`src/rtl/axi_lite_arbiter_pkg.sv`:
```
// AxiArbStruct: shared types for the two-master AXI-lite arbiter.
// Holds the write/read FSM state encodings and the one-hot grant constants
// used by axi_lite_arbiter and rr_arbiter2.
package AxiArbStruct;

  typedef enum logic [1:0] {
    W_IDLE = 2'd0,
    W_ADDR = 2'd1,
    W_RESP = 2'd2
  } wr_state_t;

  typedef enum logic [1:0] {
    R_IDLE = 2'd0,
    R_ADDR = 2'd1,
    R_DATA = 2'd2
  } rd_state_t;

  // One-hot owner encoding, bit 0 = m0, bit 1 = m1.
  localparam logic [1:0] GRANT_NONE = 2'b00;
  localparam logic [1:0] GRANT_M0   = 2'b01;
  localparam logic [1:0] GRANT_M1   = 2'b10;

endpackage

```
`src/rtl/axi_lite_arbiter_rr.sv`:
```
// rr_arbiter2: 2-way grant selection with a round-robin preference pointer.
// Ports: clk, rstn; req (bit0=m0, bit1=m1); done pulses when the owner's
// transaction completes; owner = current grant; grant = combinational pick.
// Macro AXI_ARB_FIXED_PRIO_EN: m0 always wins, no pointer register.
module rr_arbiter2
  import AxiArbStruct::*;
(
  input  logic       clk,
  input  logic       rstn,
  input  logic [1:0] req,
  input  logic       done,
  input  logic [1:0] owner,
  output logic [1:0] grant
);

`ifdef AXI_ARB_FIXED_PRIO_EN

  logic unused_fixed;
  assign unused_fixed = ^{clk, rstn, done, owner};

  always_comb begin
    grant = GRANT_NONE;
    if (req[0])      grant = GRANT_M0;
    else if (req[1]) grant = GRANT_M1;
  end

`else

  // ptr = 0 prefers m0, ptr = 1 prefers m1.
  logic ptr;

  // After a completed transaction, prefer the master that was not served.
  always_ff @(posedge clk or negedge rstn) begin
    if (!rstn)     ptr <= 1'b0;
    else if (done) ptr <= owner[0];
  end

  always_comb begin
    grant = GRANT_NONE;
    case (req)
      2'b01:   grant = GRANT_M0;
      2'b10:   grant = GRANT_M1;
      2'b11:   grant = ptr ? GRANT_M1 : GRANT_M0;
      default: grant = GRANT_NONE;
    endcase
  end

`endif

endmodule

```
`src/rtl/axi_lite_arbiter.sv`:
```
// axi_lite_arbiter: shares one AXI-lite slave path (s_*) between two masters
// (m0_* = core, m1_* = secondary). Read and write channels are arbitrated
// independently, one outstanding transaction each; grant costs one cycle.
// Ports: clk, rstn (async active-low), m0_*/m1_* slave-side AXI-lite,
// s_* master-side AXI-lite, wr_grant/rd_grant one-hot owners (00 = idle).
// Macro AXI_ARB_FIXED_PRIO_EN selects fixed m0 priority instead of round-robin.
module axi_lite_arbiter
  import AxiArbStruct::*;
#(
  parameter int AXI_ADDR_WIDTH = 64,
  parameter int AXI_DATA_WIDTH = 64
) (
  input  logic                        clk,
  input  logic                        rstn,
  // master 0
  input  logic [AXI_ADDR_WIDTH-1:0]   m0_awaddr,
  input  logic                        m0_awvalid,
  output logic                        m0_awready,
  input  logic [AXI_DATA_WIDTH-1:0]   m0_wdata,
  input  logic [AXI_DATA_WIDTH/8-1:0] m0_wstrb,
  input  logic                        m0_wvalid,
  output logic                        m0_wready,
  output logic [1:0]                  m0_bresp,
  output logic                        m0_bvalid,
  input  logic                        m0_bready,
  input  logic [AXI_ADDR_WIDTH-1:0]   m0_araddr,
  input  logic                        m0_arvalid,
  output logic                        m0_arready,
  output logic [AXI_DATA_WIDTH-1:0]   m0_rdata,
  output logic [1:0]                  m0_rresp,
  output logic                        m0_rvalid,
  input  logic                        m0_rready,
  // master 1
  input  logic [AXI_ADDR_WIDTH-1:0]   m1_awaddr,
  input  logic                        m1_awvalid,
  output logic                        m1_awready,
  input  logic [AXI_DATA_WIDTH-1:0]   m1_wdata,
  input  logic [AXI_DATA_WIDTH/8-1:0] m1_wstrb,
  input  logic                        m1_wvalid,
  output logic                        m1_wready,
  output logic [1:0]                  m1_bresp,
  output logic                        m1_bvalid,
  input  logic                        m1_bready,
  input  logic [AXI_ADDR_WIDTH-1:0]   m1_araddr,
  input  logic                        m1_arvalid,
  output logic                        m1_arready,
  output logic [AXI_DATA_WIDTH-1:0]   m1_rdata,
  output logic [1:0]                  m1_rresp,
  output logic                        m1_rvalid,
  input  logic                        m1_rready,
  // shared downstream path
  output logic [AXI_ADDR_WIDTH-1:0]   s_awaddr,
  output logic                        s_awvalid,
  input  logic                        s_awready,
  output logic [AXI_DATA_WIDTH-1:0]   s_wdata,
  output logic [AXI_DATA_WIDTH/8-1:0] s_wstrb,
  output logic                        s_wvalid,
  input  logic                        s_wready,
  input  logic [1:0]                  s_bresp,
  input  logic                        s_bvalid,
  output logic                        s_bready,
  output logic [AXI_ADDR_WIDTH-1:0]   s_araddr,
  output logic                        s_arvalid,
  input  logic                        s_arready,
  input  logic [AXI_DATA_WIDTH-1:0]   s_rdata,
  input  logic [1:0]                  s_rresp,
  input  logic                        s_rvalid,
  output logic                        s_rready,
  // status
  output logic [1:0]                  wr_grant,
  output logic [1:0]                  rd_grant
);

  // ---------------------------------------------------------------- write
  wr_state_t  w_state;
  logic [1:0] w_owner;
  logic [1:0] w_req;
  logic [1:0] w_pick;
  logic       aw_done;
  logic       w_done;
  logic       in_waddr;
  logic       in_wresp;
  logic       aw_hs;
  logic       w_hs;
  logic       b_hs;

  assign w_req    = {m1_awvalid, m0_awvalid};
  assign in_waddr = (w_state == W_ADDR);
  assign in_wresp = (w_state == W_RESP);
  assign aw_hs    = s_awvalid & s_awready;
  assign w_hs     = s_wvalid & s_wready;
  assign b_hs     = s_bvalid & s_bready;

  rr_arbiter2 u_wr_arb (
    .clk   (clk),
    .rstn  (rstn),
    .req   (w_req),
    .done  (b_hs),
    .owner (w_owner),
    .grant (w_pick)
  );

  // AW and W may complete in either order; each flag masks its channel
  // once its handshake has happened so nothing is forwarded twice.
  always_ff @(posedge clk or negedge rstn) begin
    if (!rstn) begin
      w_state <= W_IDLE;
      w_owner <= GRANT_NONE;
      aw_done <= 1'b0;
      w_done  <= 1'b0;
    end else begin
      case (w_state)
        W_IDLE: begin
          if (|w_req) begin
            w_owner <= w_pick;
            w_state <= W_ADDR;
            aw_done <= 1'b0;
            w_done  <= 1'b0;
          end
        end
        W_ADDR: begin
          if (aw_hs) aw_done <= 1'b1;
          if (w_hs)  w_done  <= 1'b1;
          if ((aw_done | aw_hs) && (w_done | w_hs)) w_state <= W_RESP;
        end
        W_RESP: begin
          if (b_hs) begin
            w_owner <= GRANT_NONE;
            w_state <= W_IDLE;
          end
        end
        default: begin
          w_owner <= GRANT_NONE;
          w_state <= W_IDLE;
        end
      endcase
    end
  end

  assign s_awaddr  = w_owner[1] ? m1_awaddr : m0_awaddr;
  assign s_wdata   = w_owner[1] ? m1_wdata  : m0_wdata;
  assign s_wstrb   = w_owner[1] ? m1_wstrb  : m0_wstrb;
  assign s_awvalid = in_waddr & ~aw_done & (w_owner[1] ? m1_awvalid : m0_awvalid);
  assign s_wvalid  = in_waddr & ~w_done  & (w_owner[1] ? m1_wvalid  : m0_wvalid);
  assign s_bready  = in_wresp & (w_owner[1] ? m1_bready : m0_bready);

  assign m0_awready = in_waddr & ~aw_done & w_owner[0] & s_awready;
  assign m1_awready = in_waddr & ~aw_done & w_owner[1] & s_awready;
  assign m0_wready  = in_waddr & ~w_done  & w_owner[0] & s_wready;
  assign m1_wready  = in_waddr & ~w_done  & w_owner[1] & s_wready;
  assign m0_bvalid  = in_wresp & w_owner[0] & s_bvalid;
  assign m1_bvalid  = in_wresp & w_owner[1] & s_bvalid;
  assign m0_bresp   = s_bresp;
  assign m1_bresp   = s_bresp;
  assign wr_grant   = w_owner;

  // ----------------------------------------------------------------- read
  rd_state_t  r_state;
  logic [1:0] r_owner;
  logic [1:0] r_req;
  logic [1:0] r_pick;
  logic       in_raddr;
  logic       in_rdata;
  logic       ar_hs;
  logic       r_hs;

  assign r_req    = {m1_arvalid, m0_arvalid};
  assign in_raddr = (r_state == R_ADDR);
  assign in_rdata = (r_state == R_DATA);
  assign ar_hs    = s_arvalid & s_arready;
  assign r_hs     = s_rvalid & s_rready;

  rr_arbiter2 u_rd_arb (
    .clk   (clk),
    .rstn  (rstn),
    .req   (r_req),
    .done  (r_hs),
    .owner (r_owner),
    .grant (r_pick)
  );

  always_ff @(posedge clk or negedge rstn) begin
    if (!rstn) begin
      r_state <= R_IDLE;
      r_owner <= GRANT_NONE;
    end else begin
      case (r_state)
        R_IDLE: begin
          if (|r_req) begin
            r_owner <= r_pick;
            r_state <= R_ADDR;
          end
        end
        R_ADDR: if (ar_hs) r_state <= R_DATA;
        R_DATA: begin
          if (r_hs) begin
            r_owner <= GRANT_NONE;
            r_state <= R_IDLE;
          end
        end
        default: begin
          r_owner <= GRANT_NONE;
          r_state <= R_IDLE;
        end
      endcase
    end
  end

  assign s_araddr   = r_owner[1] ? m1_araddr : m0_araddr;
  assign s_arvalid  = in_raddr & (r_owner[1] ? m1_arvalid : m0_arvalid);
  assign s_rready   = in_rdata & (r_owner[1] ? m1_rready : m0_rready);

  assign m0_arready = in_raddr & r_owner[0] & s_arready;
  assign m1_arready = in_raddr & r_owner[1] & s_arready;
  assign m0_rvalid  = in_rdata & r_owner[0] & s_rvalid;
  assign m1_rvalid  = in_rdata & r_owner[1] & s_rvalid;
  assign m0_rdata   = s_rdata;
  assign m1_rdata   = s_rdata;
  assign m0_rresp   = s_rresp;
  assign m1_rresp   = s_rresp;
  assign rd_grant   = r_owner;

endmodule

```
`config.mk`:
```
export PLATFORM = sky130hd
export DESIGN_NAME = axi_lite_arbiter
export DESIGN_NICKNAME = d
export VERILOG_FILES = /design/src/rtl/axi_lite_arbiter_pkg.sv /design/src/rtl/axi_lite_arbiter_rr.sv /design/src/rtl/axi_lite_arbiter.sv
export SDC_FILE = /design/constraint.sdc
export NUM_CORES = 1
export LEC_CHECK = 0
export CAP_MARGIN = 20
export CORE_AREA = 3 3 327 329
export DETAILED_ROUTE_END_ITERATION = 8
export DIE_AREA = 0 0 330 332
export SETUP_SLACK_MARGIN = 0.4
export SYNTH_ARGS = -nofsm -noshare
export SYNTH_HDL_FRONTEND = slang
export SYNTH_SLANG_ARGS = --single-unit
```
`constraint.sdc`:
```
create_clock -name clk -period 2.6 [get_ports clk]
set_clock_uncertainty 0.1 [all_clocks]
set_input_delay 0.78 -clock clk [delete_from_list [all_inputs] [get_ports clk]]
set_output_delay 0.78 -clock clk [all_outputs]
set_load 0.005 [all_outputs]
```
==> metrics.txt <==
# TYPE chip_impl_metric gauge
chip_impl_metric{name="cellLeakagePower",unit="nW"} 5.64
chip_impl_metric{name="drt_iter0_drc",unit=""} 138
chip_impl_metric{name="grt_pass1_vias",unit=""} 6213
chip_impl_metric{name="syn_nets",unit=""} 930
chip_impl_metric{name="postRouteWirelength",unit="um"} 62400
chip_impl_metric{name="via_count",unit=""} 5883
chip_impl_metric{name="place.port_buffers",unit=""} 635
chip_impl_metric{name="power_density",unit="nW/um2"} 763
chip_impl_info{name="critical_setup_path_kind",value="reg -> out"} 1
chip_impl_info{name="tightest_hold_check_type",value="reg -> reg"} 1
chip_impl_info{name="hp-start",value="u_rd_arb.ptr$_DFFE_PN0P_"} 1
chip_impl_metric{name="design.core.area",unit="um2"} 104000
chip_impl_metric{name="timing.final.crit_period",unit="ps"} 2770
chip_impl_metric{name="cp_data_arrival_time",unit="ps"} 1890
chip_impl_info{name="layout_common_cells",value="sky130_fd_sc_hd__clkdlybuf4s50_1, sky130_fd_sc_hd__buf_6, sky130_fd_sc_hd__dlygate4sd2_1"} 1
chip_impl_info{name="synth_top_family_by_area",value="multiplexers"} 1
chip_impl_metric{name="detail_route.drc_violations",unit=""} 0
chip_impl_metric{name="timing.slew.headroom",unit="%"} 81.8
chip_impl_metric{name="fin_ws",unit="ps"} -171
chip_impl_metric{name="drt_pre_antenna_iters",unit=""} 4
chip_impl_info{name="synth_top_cell_by_area",value="sky130_fd_sc_hd__mux2_2"} 1
chip_impl_metric{name="ys_seq_area_share",unit="%"} 7.22
chip_impl_metric{name="met2_routed_wirelength",unit="um"} 31100
chip_impl_metric{name="setup-violations-final",unit=""} 81
chip_impl_metric{name="cts_made_buffers",unit=""} 3
chip_impl_metric{name="p_switching",unit="mW"} 4.10
chip_impl_info{name="synth.top_cells.by_area",value="sky130_fd_sc_hd__mux2_2, sky130_fd_sc_hd__buf_4, sky130_fd_sc_hd__dfrtp_1, sky130_fd_sc_hd__buf_2, sky130_fd_sc_hd__and3_1"} 1
chip_impl_metric{name="vdd_ir_drop_max",unit="mV"} 0.392
chip_impl_metric{name="initial_utilization",unit="%"} 4.01
chip_impl_metric{name="antenna_found_initial",unit=""} 20
chip_impl_metric{name="grt-ovfl-total",unit=""} 0
chip_impl_metric{name="worst_ep_required_time",unit="ps"} 1720
chip_impl_info{name="outcome",value="complete, but fails checks"} 1
chip_impl_metric{name="grt_first_pass_wirelength",unit="um"} 73300
chip_impl_metric{name="standard_cell_row_count",unit=""} 118
chip_impl_info{name="violations",value="negative setup slack"} 1
chip_impl_metric{name="worst_skew_pair_latency",unit="ps"} 250
chip_impl_metric{name="die_w",unit="um"} 330
chip_impl_metric{name="hpwl",unit="um"} 56200
chip_impl_metric{name="synth_xor_area_share",unit="%"} 0
chip_impl_metric{name="ant_nets",unit=""} 0
chip_impl_metric{name="postSynthCellCount",unit=""} 445
chip_impl_metric{name="gr-usage-all-layers",unit="%"} 10.6
chip_impl_info{name="grt_setup_unrepaired",value="yes"} 1
chip_impl_metric{name="tightestPinTransition",unit="ps"} 272
chip_impl_metric{name="routedWlPerCell",unit="um"} 25.8
chip_impl_metric{name="area.growth.synth_to_final",unit="%"} 230
chip_impl_metric{name="dpl-instance-area",unit="um2"} 11800
chip_impl_metric{name="synthDominantCellAreaShare",unit="%"} 54.4
chip_impl_info{name="setup.worst_path.start_class",value="register"} 1
chip_impl_metric{name="ys_ff_latch",unit=""} 12
chip_impl_metric{name="detailedPlace.worstSlack",unit="ps"} -797
chip_impl_info{name="final_common_cell",value="sky130_fd_sc_hd__clkdlybuf4s50_1"} 1
chip_impl_metric{name="netlist_area_pre_place",unit="um2"} 4160
chip_impl_metric{name="seq_pwr_share",unit="%"} 4.0
chip_impl_metric{name="layout.filler_cells",unit=""} 11800
chip_impl_info{name="tritoncts",value="done"} 1
chip_impl_metric{name="worst_r2r_path_depth",unit=""} 10
chip_impl_metric{name="final_area",unit="um2"} 13700
chip_impl_metric{name="clkPwrFrac",unit="%"} 3.2
chip_impl_metric{name="fmaxAchievable",unit="MHz"} 361
chip_impl_metric{name="synth-simple-area-share",unit="%"} 4.69
chip_impl_metric{name="synth_fa_ha_area_share",unit="%"} 0
chip_impl_metric{name="tritoncts_num_sinks",unit=""} 12
chip_impl_metric{name="post_route_cells_drive_above_1_share",unit="%"} 54.9
chip_impl_metric{name="routed-wl-met3",unit="um"} 6650
chip_impl_metric{name="worst_hold_path.num_cells",unit=""} 2
chip_impl_metric{name="ctsHtreeMaxLevel",unit=""} 1
chip_impl_metric{name="comb_power_share",unit="%"} 92.7
chip_impl_metric{name="fin_hold_viols",unit=""} 0
chip_impl_info{name="top_layer",value="met5"} 1
chip_impl_metric{name="dieArea",unit="um2"} 110000
chip_impl_metric{name="cell_internal_pwr",unit="mW"} 6.37
chip_impl_metric{name="switching_share",unit="%"} 39.1
chip_impl_info{name="cts-root-buf",value="sky130_fd_sc_hd__clkbuf_16"} 1
chip_impl_metric{name="clock_transition_at_the_registers_of_the_reported_paths",unit="ps"} 50
chip_impl_metric{name="floorplan.die.height",unit="um"} 332
chip_impl_info{name="min_delay_worst_endpoint",value="u_rd_arb.ptr$_DFFE_PN0P_"} 1
chip_impl_info{name="crit_path_end_kind",value="primary output"} 1
chip_impl_metric{name="largest_net_degree_at_the_start_of_global_routing",unit=""} 14
chip_impl_metric{name="compound_gate_portion_of_the_synthesized_area",unit="%"} 3.40
chip_impl_metric{name="place_congestion",unit=""} 0.830
chip_impl_metric{name="timing_max_transition_violations_final",unit=""} 0
chip_impl_metric{name="layout_worst_path_cycle_share",unit="%"} 107
chip_impl_metric{name="finalNetCount",unit=""} 1516
chip_impl_info{name="worstReg2RegEnd",value="u_wr_arb.ptr$_DFFE_PN0P_"} 1
chip_impl_metric{name="worst-path-max-fanout",unit=""} 6
chip_impl_metric{name="netlist-cell-type-count",unit=""} 29
chip_impl_metric{name="synth_area_per_cell",unit="um2"} 9.35
chip_impl_metric{name="max_cap_violations",unit=""} 0
chip_impl_metric{name="ctsLongestPathBuffers",unit=""} 2
chip_impl_metric{name="synthesis.yosys.warnings",unit=""} 0
chip_impl_metric{name="synthMuxAreaShare",unit="%"} 55.6
chip_impl_metric{name="drt-met1-wl",unit="um"} 23400
chip_impl_info{name="reg2reg_from",value="wr_grant[1]$_DFFE_PN0P_"} 1
chip_impl_metric{name="ios",unit=""} 840
chip_impl_metric{name="routed_via_density",unit=""} 2.43
chip_impl_metric{name="reg2reg_slack",unit="ps"} 370
[flip-flops by register name, summed over array words and instances (netlist names)]
name	count
aw_done	1
w_done	1
r_state	2
u_wr_arb.ptr	1
w_state	2
u_rd_arb.ptr	1
rd_grant	2
wr_grant	2
[area by class of cell]
class	count	area (um2)	area share, %
flip-flops and latches	12	309	2.25
clock buffers	4	88.8	0.647
repair buffers	741	8320	60.6
diodes	8	20.0	0.146
inverters	7	31.3	0.228
multi-input cells	266	3230	23.6
well taps	1380	1730	12.6
[synthesized netlist by cell type]
library cell and instances:
sky130_fd_sc_hd__nand3b_1 1, sky130_fd_sc_hd__and3_1 8, sky130_fd_sc_hd__a21o_1 1, sky130_fd_sc_hd__and2_1 1, sky130_fd_sc_hd__mux2_2 201, sky130_fd_sc_hd__buf_6 3, sky130_fd_sc_hd__a22o_1 2, sky130_fd_sc_hd__a211oi_1 1
sky130_fd_sc_hd__dfrtp_1 12, sky130_fd_sc_hd__nand3_1 1, sky130_fd_sc_hd__o21a_1 1, sky130_fd_sc_hd__a21boi_2 1, sky130_fd_sc_hd__nor3_1 5, sky130_fd_sc_hd__o21bai_1 1, sky130_fd_sc_hd__nor2_1 8, sky130_fd_sc_hd__o32ai_1 1
sky130_fd_sc_hd__buf_4 145, sky130_fd_sc_hd__a21oi_1 5, sky130_fd_sc_hd__o31ai_1 2, sky130_fd_sc_hd__nand2b_1 2, sky130_fd_sc_hd__nor2b_1 4, sky130_fd_sc_hd__nand2_1 9, sky130_fd_sc_hd__mux2_1 1, sky130_fd_sc_hd__o21ai_1 1
sky130_fd_sc_hd__buf_2 12, sky130_fd_sc_hd__mux2i_1 4, sky130_fd_sc_hd__o22a_1 1, sky130_fd_sc_hd__inv_1 7, sky130_fd_sc_hd__o21ai_0 4
[through the flow]
| stage | hold slack [ps] | TNS, ps | total power [mW] | utilization, % | instances |
|---|---|---|---|---|---|
| 2_1_floorplan | 349 | 0 | 2.75 | - | 445 |
| 3_3_place_gp | 408 | -28790 | 7.84 | 11.4 | 2345 |
| 3_5_place_dp | 399 | -28970 | 7.83 | 11.4 | 2345 |
| 4_1_cts | 410 | -8030 | 10.6 | 12.9 | 2401 |
| 5_1_grt | 458 | -10920 | 11.1 | 13.2 | 2414 |
| 6_report | 414 | -5030 | 10.5 | 13.2 | 2418 |
[worst max-delay path, stage by stage, from the launching register on]
cell                        delay, ps
sky130_fd_sc_hd__dfrtp_4          500
sky130_fd_sc_hd__buf_6            140
sky130_fd_sc_hd__buf_12           130
sky130_fd_sc_hd__bufbuf_16        270
sky130_fd_sc_hd__buf_8            120
sky130_fd_sc_hd__mux2_4           310
sky130_fd_sc_hd__buf_8            150
[power groups by stage]
stage          clock network [mW]  registers [mW]  logic (mW)
2_1_floorplan                   0           0.349        2.40
6_report                    0.340           0.419        9.71
3_5_place_dp                    0           0.434        7.39
3_3_place_gp                    0           0.432        7.41
4_1_cts                     0.357           0.413        9.80
5_1_grt                     0.365           0.436        10.3
[cells by family (layout without fill, tap and decap cells)]
logic type	count (synthesis)	after routing
AOI/OAI and AO/OA	21	21
muxes	206	206
buffers and inverters	167	752
DFF	12	12
and+or+nand+nor	39	39
other	0	8
[how the worst max path moves through the flow]
stage,from,end,cells past startpoint
floorplan,m1_rready,s_rready,2
global placement,m1_awvalid,s_awvalid,5
detailed placement,m1_awvalid,s_awvalid,5
CTS,wr_grant[1]$_DFFE_PN0P_,s_awaddr[30],7
global route,wr_grant[1]$_DFFE_PN0P_,s_awaddr[30],7
finish,wr_grant[1]$_DFFE_PN0P_,s_awaddr[16],6
[what timing repair did]
action	CTS	global route
pin swaps	9	10
hold buffers	0	0
cloned	12	1
gates resized for setup	1018	52
endpoints found under the hold margin	0	0
endpoints found under the setup margin	222	216
setup buffers	40	8
[per-layer routing]
layer  global-route usage (%)  vias to the layer above
li1                         -                     2614
met1                     11.8                     2670
met2                     19.3                      542
met3                     4.06                       51
met4                     1.90                        6
met5                        0                        -
No activity file was read; power rests on OpenSTA's default activity.
